`src/rtl/ultrasonic_pkg.sv`:
```
// ultrasonic_pkg: state encoding, timeout code and default 50 MHz timing for the ultrasonic scheduler
package ultrasonic_pkg;
  typedef enum logic [2:0] {IDLE, SELECT, TRIG, WAIT_RISE, MEASURE, REPORT, GAP} state_e;
  localparam logic [15:0] DIST_TIMEOUT = 16'hFFFF;
  localparam int DEF_TRIG_CYCLES   = 500;
  localparam int DEF_CYCLES_PER_CM = 2900;
  localparam int DEF_MAX_CM        = 400;
  localparam int DEF_RISE_TIMEOUT  = 50000;
  localparam int DEF_GAP_CYCLES    = 500000;
  function automatic int max_of(input int a, input int b);
    return a > b ? a : b;
  endfunction
endpackage

```
`src/rtl/ultrasonic_scheduler_echo_sync.sv`:
```
// echo_sync: per-bit 2-flop synchroniser with async active-low clear
module echo_sync #(
  parameter int W = 1
) (
  input  logic         clk_i,
  input  logic         rst_ni,
  input  logic [W-1:0] d_i,
  output logic [W-1:0] q_o
);
  logic [W-1:0] meta_q, sync_q;
  always_ff @(posedge clk_i or negedge rst_ni) begin
    if (!rst_ni) begin
      meta_q <= '0;
      sync_q <= '0;
    end else begin
      meta_q <= d_i;
      sync_q <= meta_q;
    end
  end
  assign q_o = sync_q;
endmodule

```
`src/rtl/ultrasonic_scheduler.sv`:
```
// ultrasonic_scheduler: round-robin trigger/echo timing of N ultrasonic sensors, distance reported in cm
module ultrasonic_scheduler
  import ultrasonic_pkg::*;
#(
  parameter int N_SENSORS     = 4,
  parameter int TRIG_CYCLES   = DEF_TRIG_CYCLES,
  parameter int CYCLES_PER_CM = DEF_CYCLES_PER_CM,
  parameter int MAX_CM        = DEF_MAX_CM,
  parameter int RISE_TIMEOUT  = DEF_RISE_TIMEOUT,
  parameter int GAP_CYCLES    = DEF_GAP_CYCLES,
  localparam int IW = N_SENSORS > 1 ? $clog2(N_SENSORS) : 1
) (
  input  logic                 clk_i,
  input  logic                 rst_ni,
  input  logic                 enable_i,
  input  logic [N_SENSORS-1:0] sensor_mask_i,
  input  logic [N_SENSORS-1:0] echo_i,
  output logic [N_SENSORS-1:0] trigger_o,
  output logic [15:0]          dist_o,
  output logic [IW-1:0]        dist_id_o,
  output logic                 dist_valid_o,
  output logic                 timeout_o,
  output logic                 busy_o
);
  localparam int CW = $clog2(max_of(max_of(TRIG_CYCLES, RISE_TIMEOUT),
                                    max_of(GAP_CYCLES, CYCLES_PER_CM)) + 1);
  localparam int MW = $clog2(MAX_CM + 1);
  state_e          state_q, state_d;
  logic [CW-1:0]   cnt_q, cnt_d, pre_q, pre_d;
  logic [MW-1:0]   cm_q, cm_d, cm_inc;
  logic [IW-1:0]   sel_q, sel_d, last_q, last_d, nxt, j;
  logic [15:0]     dist_q, dist_d;
  logic [IW-1:0]   id_q, id_d;
  logic            to_q, to_d, ed_q, es, rise, fall, found, pre_wrap;
  logic [N_SENSORS-1:0] echo_s;

  echo_sync #(.W(N_SENSORS)) u_sync (
    .clk_i (clk_i),
    .rst_ni(rst_ni),
    .d_i   (echo_i),
    .q_o   (echo_s)
  );

  assign es   = echo_s[sel_q];
  assign rise = es & ~ed_q;
  assign fall = ~es & ed_q;

  // first set mask bit strictly after the last-served index, wrapping
  always_comb begin
    found = 1'b0;
    nxt   = '0;
    j     = last_q;
    for (int k = 0; k < N_SENSORS; k++) begin
      j = (j == IW'(N_SENSORS - 1)) ? '0 : j + 1'b1;
      if (!found && sensor_mask_i[j]) begin
        found = 1'b1;
        nxt   = j;
      end
    end
  end

  always_comb begin
    state_d  = state_q;
    cnt_d    = cnt_q;
    pre_d    = pre_q;
    cm_d     = cm_q;
    sel_d    = sel_q;
    last_d   = last_q;
    dist_d   = dist_q;
    id_d     = id_q;
    to_d     = to_q;
    pre_wrap = pre_q == CW'(CYCLES_PER_CM - 1);
    cm_inc   = (pre_wrap && cm_q != MW'(MAX_CM)) ? cm_q + 1'b1 : cm_q;
    case (state_q)
      IDLE: if (enable_i && |sensor_mask_i) state_d = SELECT;
      SELECT: begin
        state_d = found ? TRIG : IDLE;
        sel_d   = found ? nxt : sel_q;
        cnt_d   = '0;
      end
      TRIG: begin
        state_d = cnt_q == CW'(TRIG_CYCLES - 1) ? WAIT_RISE : TRIG;
        cnt_d   = cnt_q == CW'(TRIG_CYCLES - 1) ? '0 : cnt_q + 1'b1;
      end
      WAIT_RISE: begin
        cnt_d = cnt_q + 1'b1;
        if (rise) begin
          pre_d   = '0;
          cm_d    = '0;
          state_d = MEASURE;
        end else if (cnt_q == CW'(RISE_TIMEOUT - 1)) begin
          dist_d  = DIST_TIMEOUT;
          id_d    = sel_q;
          to_d    = 1'b1;
          state_d = REPORT;
        end
      end
      MEASURE: begin
        // the current cycle is counted, so dist = floor(echo_cycles / CYCLES_PER_CM)
        pre_d = pre_wrap ? '0 : pre_q + 1'b1;
        cm_d  = cm_inc;
        if (cm_inc == MW'(MAX_CM) || fall) begin
          to_d    = cm_inc == MW'(MAX_CM);
          dist_d  = cm_inc == MW'(MAX_CM) ? DIST_TIMEOUT : 16'(cm_inc);
          id_d    = sel_q;
          state_d = REPORT;
        end
      end
      REPORT: begin
        last_d  = sel_q;
        cnt_d   = '0;
        state_d = GAP;
      end
      GAP: begin
        cnt_d = cnt_q + 1'b1;
        if (cnt_q == CW'(GAP_CYCLES - 1)) state_d = enable_i ? SELECT : IDLE;
      end
      default: state_d = IDLE;
    endcase
  end

  always_ff @(posedge clk_i or negedge rst_ni) begin
    if (!rst_ni) begin
      state_q <= IDLE;
      cnt_q   <= '0;
      pre_q   <= '0;
      cm_q    <= '0;
      sel_q   <= '0;
      last_q  <= IW'(N_SENSORS - 1);
      dist_q  <= '0;
      id_q    <= '0;
      to_q    <= 1'b0;
      ed_q    <= 1'b0;
    end else begin
      state_q <= state_d;
      cnt_q   <= cnt_d;
      pre_q   <= pre_d;
      cm_q    <= cm_d;
      sel_q   <= sel_d;
      last_q  <= last_d;
      dist_q  <= dist_d;
      id_q    <= id_d;
      to_q    <= to_d;
      ed_q    <= es;
    end
  end

  always_comb begin
    trigger_o        = '0;
    trigger_o[sel_q] = state_q == TRIG;
  end
  assign dist_o       = dist_q;
  assign dist_id_o    = id_q;
  assign timeout_o    = to_q;
  assign dist_valid_o = state_q == REPORT;
  assign busy_o       = state_q != IDLE;
endmodule
```
`config.mk`:
```
export PLATFORM = sky130hd
export DESIGN_NAME = ultrasonic_scheduler
export DESIGN_NICKNAME = d
export VERILOG_FILES = /design/src/rtl/ultrasonic_pkg.sv /design/src/rtl/ultrasonic_scheduler_echo_sync.sv /design/src/rtl/ultrasonic_scheduler.sv
export SDC_FILE = /design/constraint.sdc
export NUM_CORES = 1
export LEC_CHECK = 0
export ABC_AREA = 0
export CAP_MARGIN = 20
export CORE_MARGIN = 2
export CORE_UTILIZATION = 61
export DETAILED_ROUTE_END_ITERATION = 10
export PLACE_DENSITY_LB_ADDON = 0.25
export SLEW_MARGIN = 0
export SYNTH_ARGS = -nofsm -noshare
export SYNTH_HDL_FRONTEND = slang
export SYNTH_SLANG_ARGS = --single-unit
```
`constraint.sdc`:
```
create_clock -name clk_i -period 4.55 [get_ports clk_i]
set_input_delay 1.365 -clock clk_i [delete_from_list [all_inputs] [get_ports clk_i]]
set_output_delay 1.365 -clock clk_i [all_outputs]
set_load 0.05 [all_outputs]
```
### Yosys cells after proc, flatten, opt, wreduce, memory -nomap -nowiden

Index checks and enable logic that the tools add are counted.

| word-level totals | value |
|---|---|
| word-level logic and storage cells | 128 |
| bits of input ports | 11 |
| bits in registers | 82 |
| output and inout port bits | 25 |

| operators by class | value |
|---|---|
| $add $sub $neg | 7 |
| multiplexer cells | 54 |
| equal/unequal tests | 23 |
| bitwise operators | 5 |
| reductions and logical operators | 21 |
| order comparisons | 6 |

Operators by type and width:

| kind | count |
|---|---|
| $mux W16 | 4 |
| $mux W19 | 3 |
| $pmux W19 S3 | 1 |
| $add A19 B1 Y19 const B | 2 |
| $pmux W19 S2 | 1 |
| $pmux W16 S2 | 1 |
| $mux W2 | 12 |
| $pmux W3 S7 | 1 |
| $eq A19 B12 Y1 const B | 1 |
| $eq A19 B16 Y1 const B | 1 |
| $eq A19 B19 Y1 const B | 1 |
| $eq A19 B9 Y1 const B | 1 |
| $mux W9 | 2 |
| $pmux W9 S2 | 1 |
| $lt A2 B3 Y1 const B | 5 |
| $mux W1 | 15 |
| $mux W3 | 5 |
| $ne A2 B2 Y1 const B | 6 |
| $bmux W1 S2 | 5 |
| $add A9 B1 Y9 const B | 1 |
| $eq A3 B3 Y1 const B | 3 |
| $eq A9 B9 Y1 const B | 1 |
| $ne A9 B9 Y1 const B | 1 |
| $add A2 B1 Y2 const B | 4 |
| 21 further kinds | 38 |

### Logic depth before layout (Yosys ltp)

| logic depth | value |
|---|---|
| word-level depth | 16 |
| depth in mapped cells | 9 |
| gate-level depth less buffers | 8 |

### Hierarchy

A second synthesis with hierarchy kept.

| second synthesis, totals | value |
|---|---|
| cell total of the unflattened synthesis | 455 |
| area total of the unflattened synthesis | 4132.7 um^2 |

By module, submodules not included:

| module | instances | area each (um^2) | cells each |
|---|---|---|---|
| ultrasonic_scheduler | 1 | 3932.5 | 447 |
| echo_sync | 1 | 200.2 | 8 |

### Worst setup path after synthesis

Ideal clock, no wire load.

| timing path | value |
|---|---|
| path type | flip-flop to output port |
| start | reg state_q[0] |
| end | out trigger_o[0] |
| data arrival time | 1989 ps |
| cell stages (with the launch flop) | 5 |
| path buffers | 1 |
| path slack | 1196 ps |
| cell sequence | dfrtp_1 -> clkbuf_1 -> nor2_1 -> nand2_1 -> nor3_1 |

| between the ends | value |
|---|---|
| word-level cells in the longest chain between the ends | 2 |

Ends and longest elaborated chain:

| item | RTL line | source |
|---|---|---|
| start: declaration | ultrasonic_scheduler.sv:28 | `state_e state_q, state_d;` |
| start signal: assignment | ultrasonic_scheduler.sv:135 | `state_q <= state_d;` |
| $eq A3 B2 Y1 | ultrasonic_scheduler.sv:150 | `trigger_o[sel_q] = state_q == TRIG;` |
| $and A4 B4 Y4 (no source line) | - |  |
| end: declaration | ultrasonic_scheduler.sv:18 | `output logic [N_SENSORS-1:0] trigger_o,` |

No other way between the ends.

### Final worst setup path

| timing path | value |
|---|---|
| start | reg state_q[0] |
| end | out dist_valid_o |

| between the ends | value |
|---|---|
| word-level cells in the longest chain between the ends | 1 |

Ends and longest elaborated chain:

| item | RTL line | source |
|---|---|---|
| $eq A3 B3 Y1 | ultrasonic_scheduler.sv:155 | `assign dist_valid_o = state_q == REPORT;` |
| end: declaration | ultrasonic_scheduler.sv:21 | `output logic dist_valid_o,` |

No other way between the ends.

==> key figures <==
Placed design
  • Detailed placement HPWL: 6.614 mm
  • # port buffers: 35
  • Placer Congestion: 0.8916
  • DP Area: 4708 um2
  • Post-Place Setup Slack: 1207 ps

STA
  • Relative slew slack: 0.3736
  • Endpoints failing hold: 0
  • Slew Viols, Final: 0
  • Tcrit/Tclk final: 0.8185
  • RSZ-0062 raised after global routing: no
  • Min Hold Slack: 373.0 ps
  • Worst-case clock skew: 13.35 ps
  • Worst slew pin tran: around 940 ps
  • Min Clock Period, post-route: 3724 ps
  • Final setup violation count: 0
  • Worst setup margin: just over 800 ps
  • Setup_tns: 0 ps
  • Fmax: between 200 and 300 MHz

Critical path
  • CP Capture Type: output port
  • Max incr delay on CP: between 700 and 800 ps
  • Crit path buf inv count: 2
  • Reg2Reg Depth: 6
  • Critical path depth in cells: 4
  • CP delay by family, top: buffers and inverters
  • WP data required: around 3200 ps
  • Slowest-stage cell, CP: clkdlybuf4s50_1
  • Startpoint Class: flop
  • Crit path kind: flop to output port
  • CP arrival: 2360 ps
  • Critical Path, Cell by Cell: nor2b_1, nand2_1, inv_1, clkdlybuf4s50_1
  • Maximum fanout along the worst path: 16

Detailed routing
  • Pre-Repair DR Iteration Count: 5
  • Initial DRC Count: roughly 360
  • DR vias: 3,787
  • # DRC: 0
  • WL per Instance: 16.23 um
  • Routed Antenna Nets: 0
  • Routed Wire Length: 9.882 mm
  • Via-per-instance ratio: 6.218

Clock network
  • Postcts setup bufs: 0
  • Root Driver: clkbuf_8
  • Resized Gates After CTS: 0
  • TritonCTS Buffers: 9
  • Clk_lat worst skew: 350 ps
  • Clock-pin slew on the worst setup and hold paths: ~80 ps
  • CTS max path bufs: 2
  • H-tree depth: 3
  • CTS Sinks: 75
  • # hold bufs at CTS: 0
  • CTS tree: done

Floorplanning
  • Die Y: 88.37 um
  • FP Rows: 30
  • DIE WIDTH: 88.37 um
  • Core ar.: around 6800 um2
  • Die area: 7808 um2
  • Starting Density: 0.6355
  • Ports: 36

Synth
  • Syn Area/Cell: 8.970 um2
  • Synth Register Bits: 75
  • Post-synth top area cell: dfrtp_1
  • Async SR Flop Fraction: 1.000
  • Synth top area share: 0.4207
  • Main synth FF type: dfrtp_1
  • Synth warnings: 0
  • Most instantiated library cell after synthesis: dfrtp_1
  • Post-synthesis compound-gate area fraction: 0.1622
  • Post-Synth Simple-Gate Area: 0.2683
  • Mux cell area share after synthesis: 0.02161
  • Mapped Cells: 484
  • Top post-synthesis cells by area: dfrtp_1, o21ai_0, nand2_1, nor2_1, nand3_1
  • Distinct cell type count after synthesis: 62
  • Xor/xnor cell area share of the yosys netlist: 0.05648
  • Seq/Total Area, Yosys: 0.4329
  • Number of synthesized flops with an enable pin: 0
  • Top cells by count, synth: dfrtp_1, o21ai_0, nand2_1, nor2_1, nand3_1
  • Syn nets: 500
  • Mapped cell area: 4342 um2
  • Post-Synth Adder-Cell Area: 0.01441
  • Main combinational cell family by area after synthesis: simple AND/OR/NAND/NOR gates

Global route
  • Met2 Usage GRT: 0.4265
  • Met1 usage: 0.3705
  • Initial antenna violation count: 0
  • Most used routing layer: met2
  • Met3 Track Usage GR: 0.04851
  • Number of global-route vias before repair: 3,505
  • Largest net degree at the start of global routing: 76
  • Grt total ovfl: 0
  • Tot GR Track Use: 0.2686
  • First-pass GRT wire length: 16.60 mm

Pwr
  • Maximum VDD drop: 0.1735 mV
  • Pleak: 0.001985 uW
  • Power per standard cell area: 254.9 nW/um2

Job
  • Max_cap viols: 0

Status
  • Status: finished clean

Finish
  • Design Area, Final: 4933 um2
  • Area delta synth->final: 13.63%
  • Finished Core Util: 0.7222
  • NumNets Final: 525
  • ANT cells: 0
  • Share of layout cells above drive strength 1: 0.07018
  • FILL cells: 538

Hold path
  • Hold path cells: 0
  • Hold WC Path Type: flop to flop
area by class of cell:
type	instances	area, um2	share of cell area
multi-input combinational	367	2275	0.4611
sequential	75	1879	0.3809
timing repair buffer	41	396.6	0.08040
clock buffer	10	127.6	0.02587
tap	96	120.1	0.02435
clock inverter	5	78.83	0.01598
inverter	15	56.30	0.01141
cell usage in the layout, fill, tap and decap left out, drive strengths merged, types with 7 or more instances in the layout:
master	netlist	final
dfrtp	73	73
o21ai	48	48
nand2	46	46
nor2	46	46
clkdlybuf4s50	0	34
nand3	31	31
nor3	19	19
xnor2	16	16
inv	15	15
xor2	12	12
o31ai	11	11
nor4	11	11
clkbuf	19	11
nand4	10	10
a21oi	10	10
nor2b	7	7
and3	7	7
through the flow:
stage	cells	power (uW)
global placement	592	711.7
global route	609	1301
detailed placement	592	712.8
floorplan	484	688.4
finish	609	1258
CTS	607	1259
state kept, by name, summed over array words and instances, names as in the netlist:
signal and flops:
cm_q 9, cnt_q 19, dist_id_o 2, dist_o 10, ed_q 1, last_q 2, pre_q 19, sel_q 2
state_q 3, u_sync.meta_q 4, u_sync.q_o 4
path summary, 6_finish.rpt:
| kind | slack [ps] | end | start |
|---|---|---|---|
| min | 370 | u_sync.q_o[2] | u_sync.meta_q[2] |
| max in group asynchronous | 2790 | pre_q[0] | rst_ni |
| min reg2reg | 370 | u_sync.q_o[2] | u_sync.meta_q[2] |
| max | 830 | dist_valid_o | state_q[0] |
| min in group asynchronous | 1160 | sel_q[0] | rst_ni |
| max reg2reg | 1390 | dist_o[4] | pre_q[3] |
metal layers:
layer,vias to the layer above,wire length [um]
met4,0,169
met1,1834,4397
met2,115,4859
li1,1820,-
met5,-,0
met3,18,456
cell families (layout without fill, tap and decap cells):
group                      count (synthesis)  count (layout)
adders and majority gates                  5               5
xor gates and xnor gates                  28              28
DFF                                       75              75
muxes                                      8               8
and+or+nand+nor                          218             218
AOI/OAI and AO/OA                        108             108
buffers and inverters                     42              71
where the power goes:
| part | total (uW) | switching (uW) | leakage (uW) | internal (uW) |
|---|---|---|---|---|
| logic | 27.0 | 17.2 | 0.000883 | 9.78 |
| clock network | 559 | 254 | 0.000106 | 305 |
| registers | 672 | 1.60 | 0.000995 | 670 |
| total | 1260 | 272 | 0.00198 | 985 |
worst register-to-register path: stages, from the launching register on:
cell	delay (ps)
dfrtp_1	460
or4b_1	530
or3_1	540
a2111oi_0	710
a31oi_1	230
nor4_4	470
o31a_1	180
Note: power is estimated with default switching activity, not from simulation.
